**src/rtl/spi_xfer_arbiter_pkg.sv**
```systemverilog
// Shared definitions for the SPI transfer arbiter.
//   state_e           : controller FSM states
//   *AddrDefault      : engine register addresses (CS, divider preset, data)
//   div_reload()      : true when the divider preset must be (re)written
package spi_xfer_arbiter_pkg;

  typedef enum logic [3:0] {
    StSync,
    StIdle,
    StDiv,
    StDivW,
    StCs1,
    StCs1W,
    StData,
    StDataW,
    StWaitRdy,
    StHold,
    StCs0,
    StCs0W
  } state_e;

  localparam logic [11:0] CsAddrDefault   = 12'h0B0;
  localparam logic [11:0] DivAddrDefault  = 12'h0B1;
  localparam logic [11:0] DataAddrDefault = 12'h0B2;

  function automatic logic div_reload(input logic       valid,
                                      input logic [7:0] cache,
                                      input logic [7:0] req_div);
    return !valid || (cache != req_div);
  endfunction

endpackage

```
**src/rtl/spi_xfer_arbiter_if.sv**
```systemverilog
// Bus bundle between the arbiter, its two requesters and the SPI byte engine.
//   m0_* / m1_*    : requester handshake (req/hold/wdata/div in, ack/rdata out)
//   spi_*          : engine register-write toggle interface and receive data
//   busy / owner   : arbiter status
// Modport slave is the arbiter; master is the requesters plus engine side.
interface spi_xfer_arbiter_if;

  logic        m0_req;
  logic        m1_req;
  logic        m0_hold;
  logic        m1_hold;
  logic [7:0]  m0_wdata;
  logic [7:0]  m1_wdata;
  logic [7:0]  m0_div;
  logic [7:0]  m1_div;
  logic        m0_ack;
  logic        m1_ack;
  logic [7:0]  m0_rdata;
  logic [7:0]  m1_rdata;
  logic [11:0] spi_addr;
  logic [15:0] spi_din;
  logic        spi_iowr;
  logic        spi_iowr_echo;
  logic [15:0] spi_dout;
  logic        spi_ready;
  logic        busy;
  logic        owner;

  modport slave (
    input  m0_req, m1_req, m0_hold, m1_hold, m0_wdata, m1_wdata, m0_div, m1_div,
    input  spi_iowr_echo, spi_dout, spi_ready,
    output m0_ack, m1_ack, m0_rdata, m1_rdata,
    output spi_addr, spi_din, spi_iowr,
    output busy, owner
  );

  modport master (
    output m0_req, m1_req, m0_hold, m1_hold, m0_wdata, m1_wdata, m0_div, m1_div,
    output spi_iowr_echo, spi_dout, spi_ready,
    input  m0_ack, m1_ack, m0_rdata, m1_rdata,
    input  spi_addr, spi_din, spi_iowr,
    input  busy, owner
  );

endinterface

```
**src/rtl/spi_toggle_writer.sv**
```systemverilog
// Toggle-handshake register writer for the SPI byte engine.
//   start_i          : latch addr_i/data_i and invert iowr_o
//   addr_o / din_o   : held stable until the next start
//   echo_i / done_o  : done_o is high whenever the engine echo matches iowr_o
module spi_toggle_writer (
  input  logic        clk,
  input  logic        reset_n,
  input  logic        start_i,
  input  logic [11:0] addr_i,
  input  logic [15:0] data_i,
  input  logic        echo_i,
  output logic        iowr_o,
  output logic [11:0] addr_o,
  output logic [15:0] din_o,
  output logic        done_o
);

  logic        iowr_q, iowr_d;
  logic [11:0] addr_q, addr_d;
  logic [15:0] din_q, din_d;

  always_comb begin
    iowr_d = iowr_q;
    addr_d = addr_q;
    din_d  = din_q;
    if (start_i) begin
      iowr_d = ~iowr_q;
      addr_d = addr_i;
      din_d  = data_i;
    end
  end

  always_ff @(posedge clk or negedge reset_n) begin
    if (!reset_n) begin
      iowr_q <= 1'b0;
      addr_q <= '0;
      din_q  <= '0;
    end else begin
      iowr_q <= iowr_d;
      addr_q <= addr_d;
      din_q  <= din_d;
    end
  end

  assign iowr_o = iowr_q;
  assign addr_o = addr_q;
  assign din_o  = din_q;
  assign done_o = (echo_i == iowr_q);

endmodule

```
**src/rtl/spi_xfer_arbiter.sv**
```systemverilog
// Round-robin arbiter sequencing the SPI byte engine for two requesters.
//   clk, reset_n : clock, asynchronous active-low reset
//   bus_io       : requester handshakes, engine write/receive signals, status
// Each byte: optional divider write, CS assert (unless held), data write,
// wait for engine ready, ack the owner; then hold CS or release it.
module spi_xfer_arbiter
  import spi_xfer_arbiter_pkg::*;
#(
  parameter logic [11:0] CS_ADDR   = CsAddrDefault,
  parameter logic [11:0] DIV_ADDR  = DivAddrDefault,
  parameter logic [11:0] DATA_ADDR = DataAddrDefault
) (
  input logic               clk,
  input logic               reset_n,
  spi_xfer_arbiter_if.slave bus_io
);

  state_e     state_q, state_d, chk_state;
  logic       owner_q, owner_d;
  logic       cs_state_q, cs_state_d;
  logic [7:0] div_cache_q, div_cache_d;
  logic       div_valid_q, div_valid_d;
  logic       m0_ack_q, m0_ack_d, m1_ack_q, m1_ack_d;
  logic [7:0] m0_rdata_q, m0_rdata_d, m1_rdata_q, m1_rdata_d;

  logic        wr_start, wr_done, wr_iowr;
  logic [11:0] wr_addr, wr_addr_out;
  logic [15:0] wr_data, wr_din_out;

  logic       sel, sel_req, sel_hold;
  logic [7:0] sel_wdata, sel_div;

  // Requester being served; in IDLE it is the one about to be granted.
  always_comb begin
    sel = owner_q;
    if (state_q == StIdle) begin
      if (bus_io.m0_req && bus_io.m1_req) sel = ~owner_q;
      else if (bus_io.m0_req)             sel = 1'b0;
      else if (bus_io.m1_req)             sel = 1'b1;
    end
  end

  assign sel_req   = sel ? bus_io.m1_req   : bus_io.m0_req;
  assign sel_hold  = sel ? bus_io.m1_hold  : bus_io.m0_hold;
  assign sel_wdata = sel ? bus_io.m1_wdata : bus_io.m0_wdata;
  assign sel_div   = sel ? bus_io.m1_div   : bus_io.m0_div;

  // Entry point for each byte: divider first if stale, then CS if released.
  assign chk_state = div_reload(div_valid_q, div_cache_q, sel_div) ? StDiv :
                     (cs_state_q ? StData : StCs1);

  always_comb begin
    state_d     = state_q;
    owner_d     = owner_q;
    cs_state_d  = cs_state_q;
    div_cache_d = div_cache_q;
    div_valid_d = div_valid_q;
    m0_ack_d    = 1'b0;
    m1_ack_d    = 1'b0;
    m0_rdata_d  = m0_rdata_q;
    m1_rdata_d  = m1_rdata_q;
    wr_start    = 1'b0;
    wr_addr     = DATA_ADDR;
    wr_data     = '0;

    case (state_q)
      StSync: begin
        if (wr_done && bus_io.spi_ready) state_d = StIdle;
      end
      StIdle: begin
        if (bus_io.m0_req || bus_io.m1_req) begin
          owner_d = sel;
          state_d = chk_state;
        end
      end
      StDiv: begin
        wr_start    = 1'b1;
        wr_addr     = DIV_ADDR;
        wr_data     = {sel_div, 8'h00};
        div_cache_d = sel_div;
        div_valid_d = 1'b1;
        state_d     = StDivW;
      end
      StDivW: begin
        if (wr_done) state_d = cs_state_q ? StData : StCs1;
      end
      StCs1: begin
        wr_start   = 1'b1;
        wr_addr    = CS_ADDR;
        wr_data    = 16'h0001;
        cs_state_d = 1'b1;
        state_d    = StCs1W;
      end
      StCs1W: begin
        if (wr_done) state_d = StData;
      end
      StData: begin
        wr_start = 1'b1;
        wr_addr  = DATA_ADDR;
        wr_data  = {8'h00, sel_wdata};
        state_d  = StDataW;
      end
      StDataW: begin
        if (wr_done) state_d = StWaitRdy;
      end
      StWaitRdy: begin
        if (bus_io.spi_ready) begin
          if (sel) begin
            m1_ack_d   = 1'b1;
            m1_rdata_d = bus_io.spi_dout[7:0];
          end else begin
            m0_ack_d   = 1'b1;
            m0_rdata_d = bus_io.spi_dout[7:0];
          end
          state_d = sel_hold ? StHold : StCs0;
        end
      end
      StHold: begin
        // req is stale while ack is still visible to the requester.
        if (!(m0_ack_q || m1_ack_q)) begin
          if (sel_req)        state_d = chk_state;
          else if (!sel_hold) state_d = StCs0;
        end
      end
      StCs0: begin
        wr_start   = 1'b1;
        wr_addr    = CS_ADDR;
        wr_data    = 16'h0000;
        cs_state_d = 1'b0;
        state_d    = StCs0W;
      end
      StCs0W: begin
        if (wr_done) state_d = StIdle;
      end
      default: state_d = StSync;
    endcase
  end

  always_ff @(posedge clk or negedge reset_n) begin
    if (!reset_n) begin
      state_q     <= StSync;
      owner_q     <= 1'b1;
      cs_state_q  <= 1'b0;
      div_cache_q <= 8'hFF;
      div_valid_q <= 1'b0;
      m0_ack_q    <= 1'b0;
      m1_ack_q    <= 1'b0;
      m0_rdata_q  <= '0;
      m1_rdata_q  <= '0;
    end else begin
      state_q     <= state_d;
      owner_q     <= owner_d;
      cs_state_q  <= cs_state_d;
      div_cache_q <= div_cache_d;
      div_valid_q <= div_valid_d;
      m0_ack_q    <= m0_ack_d;
      m1_ack_q    <= m1_ack_d;
      m0_rdata_q  <= m0_rdata_d;
      m1_rdata_q  <= m1_rdata_d;
    end
  end

  spi_toggle_writer u_writer (
    .clk    (clk),
    .reset_n(reset_n),
    .start_i(wr_start),
    .addr_i (wr_addr),
    .data_i (wr_data),
    .echo_i (bus_io.spi_iowr_echo),
    .iowr_o (wr_iowr),
    .addr_o (wr_addr_out),
    .din_o  (wr_din_out),
    .done_o (wr_done)
  );

  assign bus_io.spi_iowr = wr_iowr;
  assign bus_io.spi_addr = wr_addr_out;
  assign bus_io.spi_din  = wr_din_out;
  assign bus_io.m0_ack   = m0_ack_q;
  assign bus_io.m1_ack   = m1_ack_q;
  assign bus_io.m0_rdata = m0_rdata_q;
  assign bus_io.m1_rdata = m1_rdata_q;
  assign bus_io.busy     = (state_q != StIdle);
  assign bus_io.owner    = owner_q;

  logic unused_dout;
  assign unused_dout = ^bus_io.spi_dout[15:8];

endmodule

```
**src/flat_wrapper.sv**
```systemverilog
// flat-port wrapper written by rule: the top's interface ports become plain ports
module spi_xfer_arbiter_flat import spi_xfer_arbiter_pkg::*;
#(
  parameter logic [11:0] CS_ADDR   = CsAddrDefault,
  parameter logic [11:0] DIV_ADDR  = DivAddrDefault,
  parameter logic [11:0] DATA_ADDR = DataAddrDefault
)
  (clk, reset_n, bus_io_m0_req, bus_io_m1_req, bus_io_m0_hold, bus_io_m1_hold, bus_io_m0_wdata, bus_io_m1_wdata, bus_io_m0_div, bus_io_m1_div, bus_io_spi_iowr_echo, bus_io_spi_dout, bus_io_spi_ready, bus_io_m0_ack, bus_io_m1_ack, bus_io_m0_rdata, bus_io_m1_rdata, bus_io_spi_addr, bus_io_spi_din, bus_io_spi_iowr, bus_io_busy, bus_io_owner);
  spi_xfer_arbiter_if bus_io_i ();
  input logic clk;
  input logic reset_n;
  input wire logic [$bits(bus_io_i.m0_req)-1:0] bus_io_m0_req;
  input wire logic [$bits(bus_io_i.m1_req)-1:0] bus_io_m1_req;
  input wire logic [$bits(bus_io_i.m0_hold)-1:0] bus_io_m0_hold;
  input wire logic [$bits(bus_io_i.m1_hold)-1:0] bus_io_m1_hold;
  input wire logic [$bits(bus_io_i.m0_wdata)-1:0] bus_io_m0_wdata;
  input wire logic [$bits(bus_io_i.m1_wdata)-1:0] bus_io_m1_wdata;
  input wire logic [$bits(bus_io_i.m0_div)-1:0] bus_io_m0_div;
  input wire logic [$bits(bus_io_i.m1_div)-1:0] bus_io_m1_div;
  input wire logic [$bits(bus_io_i.spi_iowr_echo)-1:0] bus_io_spi_iowr_echo;
  input wire logic [$bits(bus_io_i.spi_dout)-1:0] bus_io_spi_dout;
  input wire logic [$bits(bus_io_i.spi_ready)-1:0] bus_io_spi_ready;
  output wire logic [$bits(bus_io_i.m0_ack)-1:0] bus_io_m0_ack;
  output wire logic [$bits(bus_io_i.m1_ack)-1:0] bus_io_m1_ack;
  output wire logic [$bits(bus_io_i.m0_rdata)-1:0] bus_io_m0_rdata;
  output wire logic [$bits(bus_io_i.m1_rdata)-1:0] bus_io_m1_rdata;
  output wire logic [$bits(bus_io_i.spi_addr)-1:0] bus_io_spi_addr;
  output wire logic [$bits(bus_io_i.spi_din)-1:0] bus_io_spi_din;
  output wire logic [$bits(bus_io_i.spi_iowr)-1:0] bus_io_spi_iowr;
  output wire logic [$bits(bus_io_i.busy)-1:0] bus_io_busy;
  output wire logic [$bits(bus_io_i.owner)-1:0] bus_io_owner;
  assign bus_io_i.m0_req = bus_io_m0_req;
  assign bus_io_i.m1_req = bus_io_m1_req;
  assign bus_io_i.m0_hold = bus_io_m0_hold;
  assign bus_io_i.m1_hold = bus_io_m1_hold;
  assign bus_io_i.m0_wdata = bus_io_m0_wdata;
  assign bus_io_i.m1_wdata = bus_io_m1_wdata;
  assign bus_io_i.m0_div = bus_io_m0_div;
  assign bus_io_i.m1_div = bus_io_m1_div;
  assign bus_io_i.spi_iowr_echo = bus_io_spi_iowr_echo;
  assign bus_io_i.spi_dout = bus_io_spi_dout;
  assign bus_io_i.spi_ready = bus_io_spi_ready;
  assign bus_io_m0_ack = bus_io_i.m0_ack;
  assign bus_io_m1_ack = bus_io_i.m1_ack;
  assign bus_io_m0_rdata = bus_io_i.m0_rdata;
  assign bus_io_m1_rdata = bus_io_i.m1_rdata;
  assign bus_io_spi_addr = bus_io_i.spi_addr;
  assign bus_io_spi_din = bus_io_i.spi_din;
  assign bus_io_spi_iowr = bus_io_i.spi_iowr;
  assign bus_io_busy = bus_io_i.busy;
  assign bus_io_owner = bus_io_i.owner;
  spi_xfer_arbiter #(.CS_ADDR(CS_ADDR), .DIV_ADDR(DIV_ADDR), .DATA_ADDR(DATA_ADDR)) u_core (.clk(clk), .reset_n(reset_n), .bus_io(bus_io_i));
endmodule
```
**config.mk**
```make
export PLATFORM = sky130hd
export DESIGN_NAME = spi_xfer_arbiter_flat
export DESIGN_NICKNAME = d
export VERILOG_FILES = /design/src/rtl/spi_xfer_arbiter_pkg.sv /design/src/rtl/spi_xfer_arbiter_if.sv /design/src/rtl/spi_toggle_writer.sv /design/src/rtl/spi_xfer_arbiter.sv /design/src/flat_wrapper.sv
export SDC_FILE = /design/constraint.sdc
export NUM_CORES = 1
export LEC_CHECK = 0
export ABC_AREA = 1
export CAP_MARGIN = 20
export CELL_PAD_IN_SITES_DETAIL_PLACEMENT = 1
export CELL_PAD_IN_SITES_GLOBAL_PLACEMENT = 1
export CORE_ASPECT_RATIO = 1.75
export CORE_MARGIN = 4
export CORE_UTILIZATION = 31
export CTS_CLUSTER_SIZE = 24
export DETAILED_ROUTE_END_ITERATION = 16
export PLACE_DENSITY = 0.77
export SLEW_MARGIN = 10
export SYNTH_ARGS = -nofsm -noshare
export SYNTH_HDL_FRONTEND = slang
export SYNTH_SLANG_ARGS = --single-unit
```
**constraint.sdc**
```tcl
create_clock -name clk -period 2.3 [get_ports clk]
set_input_delay 0.46 -clock clk [delete_from_list [all_inputs] [get_ports clk]]
set_output_delay 0.46 -clock clk [all_outputs]
set_load 0.02 [all_outputs]
```
==> impl_metrics.csv <==
group,metric,value,unit
sta,fin_ws,0.1464,ns
worst_setup_path,worstReg2RegEnd,"u_core.state_q[3]",
floorplan,io_pins,105,
clock_tree,clk_latency,0.30,ns
cells_and_area,postLayoutCoreUtil,46.59,%
clock_tree,clk_pin_slew,0.07,ns
worst_setup_path,cp_num_cells,13,
clock_tree,clkSinkCount,53,
worst_setup_path,worst_ep_required_time,2.48,ns
sta,max-slew-margin-rel,53.63,%
pwr,pwr-share-comb,55.8,%
sta,report.final.slew_viol_count,0,
drt,dr.pass1.iters,4,
cells_and_area,fin_cells,568,
place,placed_area,3815,um^2
grt,grt_antenna_before_repair,0,
grt,grt_pass1_wl,14420,um
worst_setup_path,reg2reg_from,"u_core.state_q[2]",
worst_setup_path,path_buf_inv,2,
cells_and_area,nNetsFinal,506,
synthesis,synth_ff_type,"dfrtp_1",
worst_setup_path,critPathKind,"input port to register",
clock_tree,cts_tree,"done",
worst_setup_path,crit_fanout,4,
sta,fin_setup_tns,0,ns
synthesis,ys_seq_area_share,49.15,%
place,dp.cells,560,
pwr,switching_share,44.04,%
drt,route.detailed.drc,0,
worst_setup_path,crit_chain,"clkdlybuf4s50_1 -> o21ai_1 -> nand2_4 -> nand2_2 -> buf_4 -> nand2_1 -> nand2_1 -> nor3_4 -> nand2_1 -> nand2_2 -> a21oi_2 -> o21ai_1 -> o21ai_1",
sta,rsz0062_at_grt,"no",
grt,gr-total-overflow,0,
clock_tree,post_cts_buffers,0,
synthesis,synthXorXnorAreaFrac,0.9655,%
synthesis,yosys.cell_types.count,31,
drt,wire_per_inst,15.23,um
place,place_hpwl,6824,um
worst_setup_path,critPathLaunchType,"input port",
synthesis,synth.avg_cell_area,7.865,um^2
worst_setup_path,cp_slowest_cell,"clkdlybuf4s50_1",
drt,final_antenna_net_count,0,
synthesis,synth-async-reset-ratio,100.0,%
sta,fmax,464.3,MHz
grt,grt_pass1_vias,3000,
synthesis,synthesis.area,2721,um^2
run_status,status,"finished, final reports clean",
worst_setup_path,critPathTopFamily,"simple AND/OR/NAND/NOR gates",
sta,tightest_slew,0.6955,ns
floorplan,start_util,31.59,%
floorplan,fp.dieW,78.83,um
synthesis,synth-simple-area-share,27.49,%
min_path,hold_path.class,"input port to async pin",
pwr,clock_power_share,15.3,%
worst_setup_path,reg2regPathDepth,13,
pwr,power_frac_seq,28.9,%
worst_setup_path,worstSetupStartpoint,"bus_io_m1_req",
synthesis,ys_seq_elements,53,
clock_tree,cts_buffers,5,
pwr,ir_drop,736.5,uV
cells_and_area,design_area,4014,um^2
worst_setup_path,critPathCapture,"u_core.state_q[3]",
clock_tree,cts.path.max_buffers,2,
pwr,power_density,1416,nW/um^2
synthesis,synth-compound-area-share,11.77,%
job,cap_violations,0,
floorplan,rows,45,
sta,finClkSkew,0.004469,ns
cells_and_area,drive_gt1_share,14.86,%
synthesis,synth_top_family_by_area,"simple AND/OR/NAND/NOR gates",
grt,grt_max_degree,54,
sta,hold_viol_final,0,
pwr,intPower,3.181,mW
drt,drtIter0Drc,110,
clock_tree,cts_root_buffer,"clkbuf_16",
floorplan,dieArea,10400,um^2
sta,setup_viol_count_final,0,
sta,hold_ws,0.2739,ns
worst_setup_path,r2r_slack,0.19,ns
drt,drt_wl_total,8651,um
synthesis,synth_warnings,0,
place,port_buffers,89,
worst_setup_path,slowest_delay,0.55,ns
place,gp_congestion,0.8590,
synthesis,synthAdderAreaFrac,0,%
sta,min_period,2.154,ns
drt,viasPerCell,4.671,
cells_and_area,fillerInstances,1068,
cells_and_area,areaGrowthSynthToFinish,47.49,%
worst_setup_path,critPathCaptureType,"register",
worst_setup_path,arrival,2.34,ns
pwr,p_switching,2.503,mW
grt,grt.total_usage,17.76,%
sta,fin_crit_sh,93.64,%
floorplan,die_h,131.9,um
drt,route.vias.total,2653,
synthesis,synth_enable_flop_cells,0,
cells_and_area,antenna_cells,0,
place,post-place-ws,-0.1958,ns
clock_tree,htree_levels,2,
floorplan,core-area,8615,um^2
synthesis,syn_inst,346,
synthesis,muxShareOfSynthArea,0,%
pwr,p_leak,1.939,nW
pwr,total_power,5.684,mW
Yosys cell counts, types with 2 or more instances:
master / count / area [um^2]
nand2_1: 101 / 379.1
dfrtp_1: 44 / 1101
inv_1: 36 / 135.1
o21ai_0: 30 / 150.1
nand3_1: 25 / 125.1
nor2_1: 23 / 86.33
o21ai_1: 20 / 100.1
buf_4: 10 / 75.07
dfstp_2: 9 / 236.5
nand2_2: 7 / 43.79
inv_2: 5 / 18.77
nand2_4: 4 / 45.04
buf_2: 3 / 15.01
clkbuf_1: 3 / 11.26
nor2_2: 3 / 18.77
a21oi_1: 2 / 10.01
buf_6: 2 / 22.52
clkinv_1: 2 / 7.510
o211ai_1: 2 / 15.01
o22ai_1: 2 / 12.51
or2_2: 2 / 12.51
xor2_1: 2 / 17.52
kinds of logic after synthesis:
group           Yosys count
compound gates           60
simple gates            168
buf+inv                  61
xor+xnor                  3
other cells               1
flops                    53
worst register-to-register path, delay by kind of cell, from the launching register on:
family | cells | cell delay, ns
and+or+nand+nor | 9 | 1.12
buffers and inverters | 1 | 0.16
DFF | 1 | 0.48
AOI/OAI and AO/OA | 3 | 0.24
area by class of cell:
cell class              instances  area, um^2  area share, %
clock buffers                   5       125.1          3.117
clock inverters                 3       43.79          1.091
inverters                      43       161.4          4.021
multi-input cells             238        1147          28.58
flip-flops and latches         53        1339          33.35
well taps                     117       146.4          3.647
repair buffers                109        1051          26.18
repair_timing:
| item | in CTS | in global routing |
|---|---|---|
| hold buffers | 0 | 0 |
| gates resized for setup | 0 | 9 |
| setup endpoints to repair | 0 | 4 |
state kept, by name, indices dropped and copies added (netlist names), 3 cells and up:
name	flops
u_core.u_writer.din_o	16
u_core.bus_io.m0_rdata	8
u_core.bus_io.m1_rdata	8
u_core.div_cache_q	8
u_core.state_q	4
u_core.u_writer.addr_o	3
worst min-delay path by stage:
| stage | to | from | slack [ns] | cells after the start |
|---|---|---|---|---|
| 6_report | u_core.u_writer.din_o[15] | reset_n | 0.27 | 2 |
| 3_3_place_gp | u_core.u_writer.addr_o[0] | u_core.u_writer.addr_o[0] | 0.46 | 2 |
| 5_1_grt | u_core.u_writer.din_o[15] | reset_n | 0.35 | 2 |
| 2_1_floorplan | u_core.bus_io.m0_ack | reset_n | 0.16 | 0 |
| 4_1_cts | u_core.bus_io.m1_ack | reset_n | 0.32 | 2 |
| 3_5_place_dp | u_core.u_writer.addr_o[1] | u_core.u_writer.addr_o[1] | 0.46 | 2 |
layer usage:
metal | global-route usage, % | vias to the layer above | wire length (um)
met4 | 9.082 | 0 | 345
met2 | 34.20 | 68 | 4963
met3 | 3.283 | 25 | 344
li1 | - | 1286 | -
met5 | 0 | - | 0
met1 | 17.35 | 1274 | 2997
cell usage in the layout, fill, tap and decap left out, drive strengths merged, types with 5 or more instances in the layout:
cell           count
conb               7
nand3             25
dfstp              9
nor2              27
nand2            112
clkdlybuf4s50     87
inv               42
clkbuf             5
o21ai             50
buf               21
dfrtp             44
power by group through the flow:
stage          sequential (mW)  combinational [mW]  clock (mW)
4_1_cts                   1.64                3.19       0.900
3_3_place_gp              1.63                3.04           0
2_1_floorplan             1.91                1.54           0
6_report                  1.64                3.17       0.867
5_1_grt                   1.70                3.51       0.935
3_5_place_dp              1.65                3.17           0
Power figures use the tool's default switching activity.
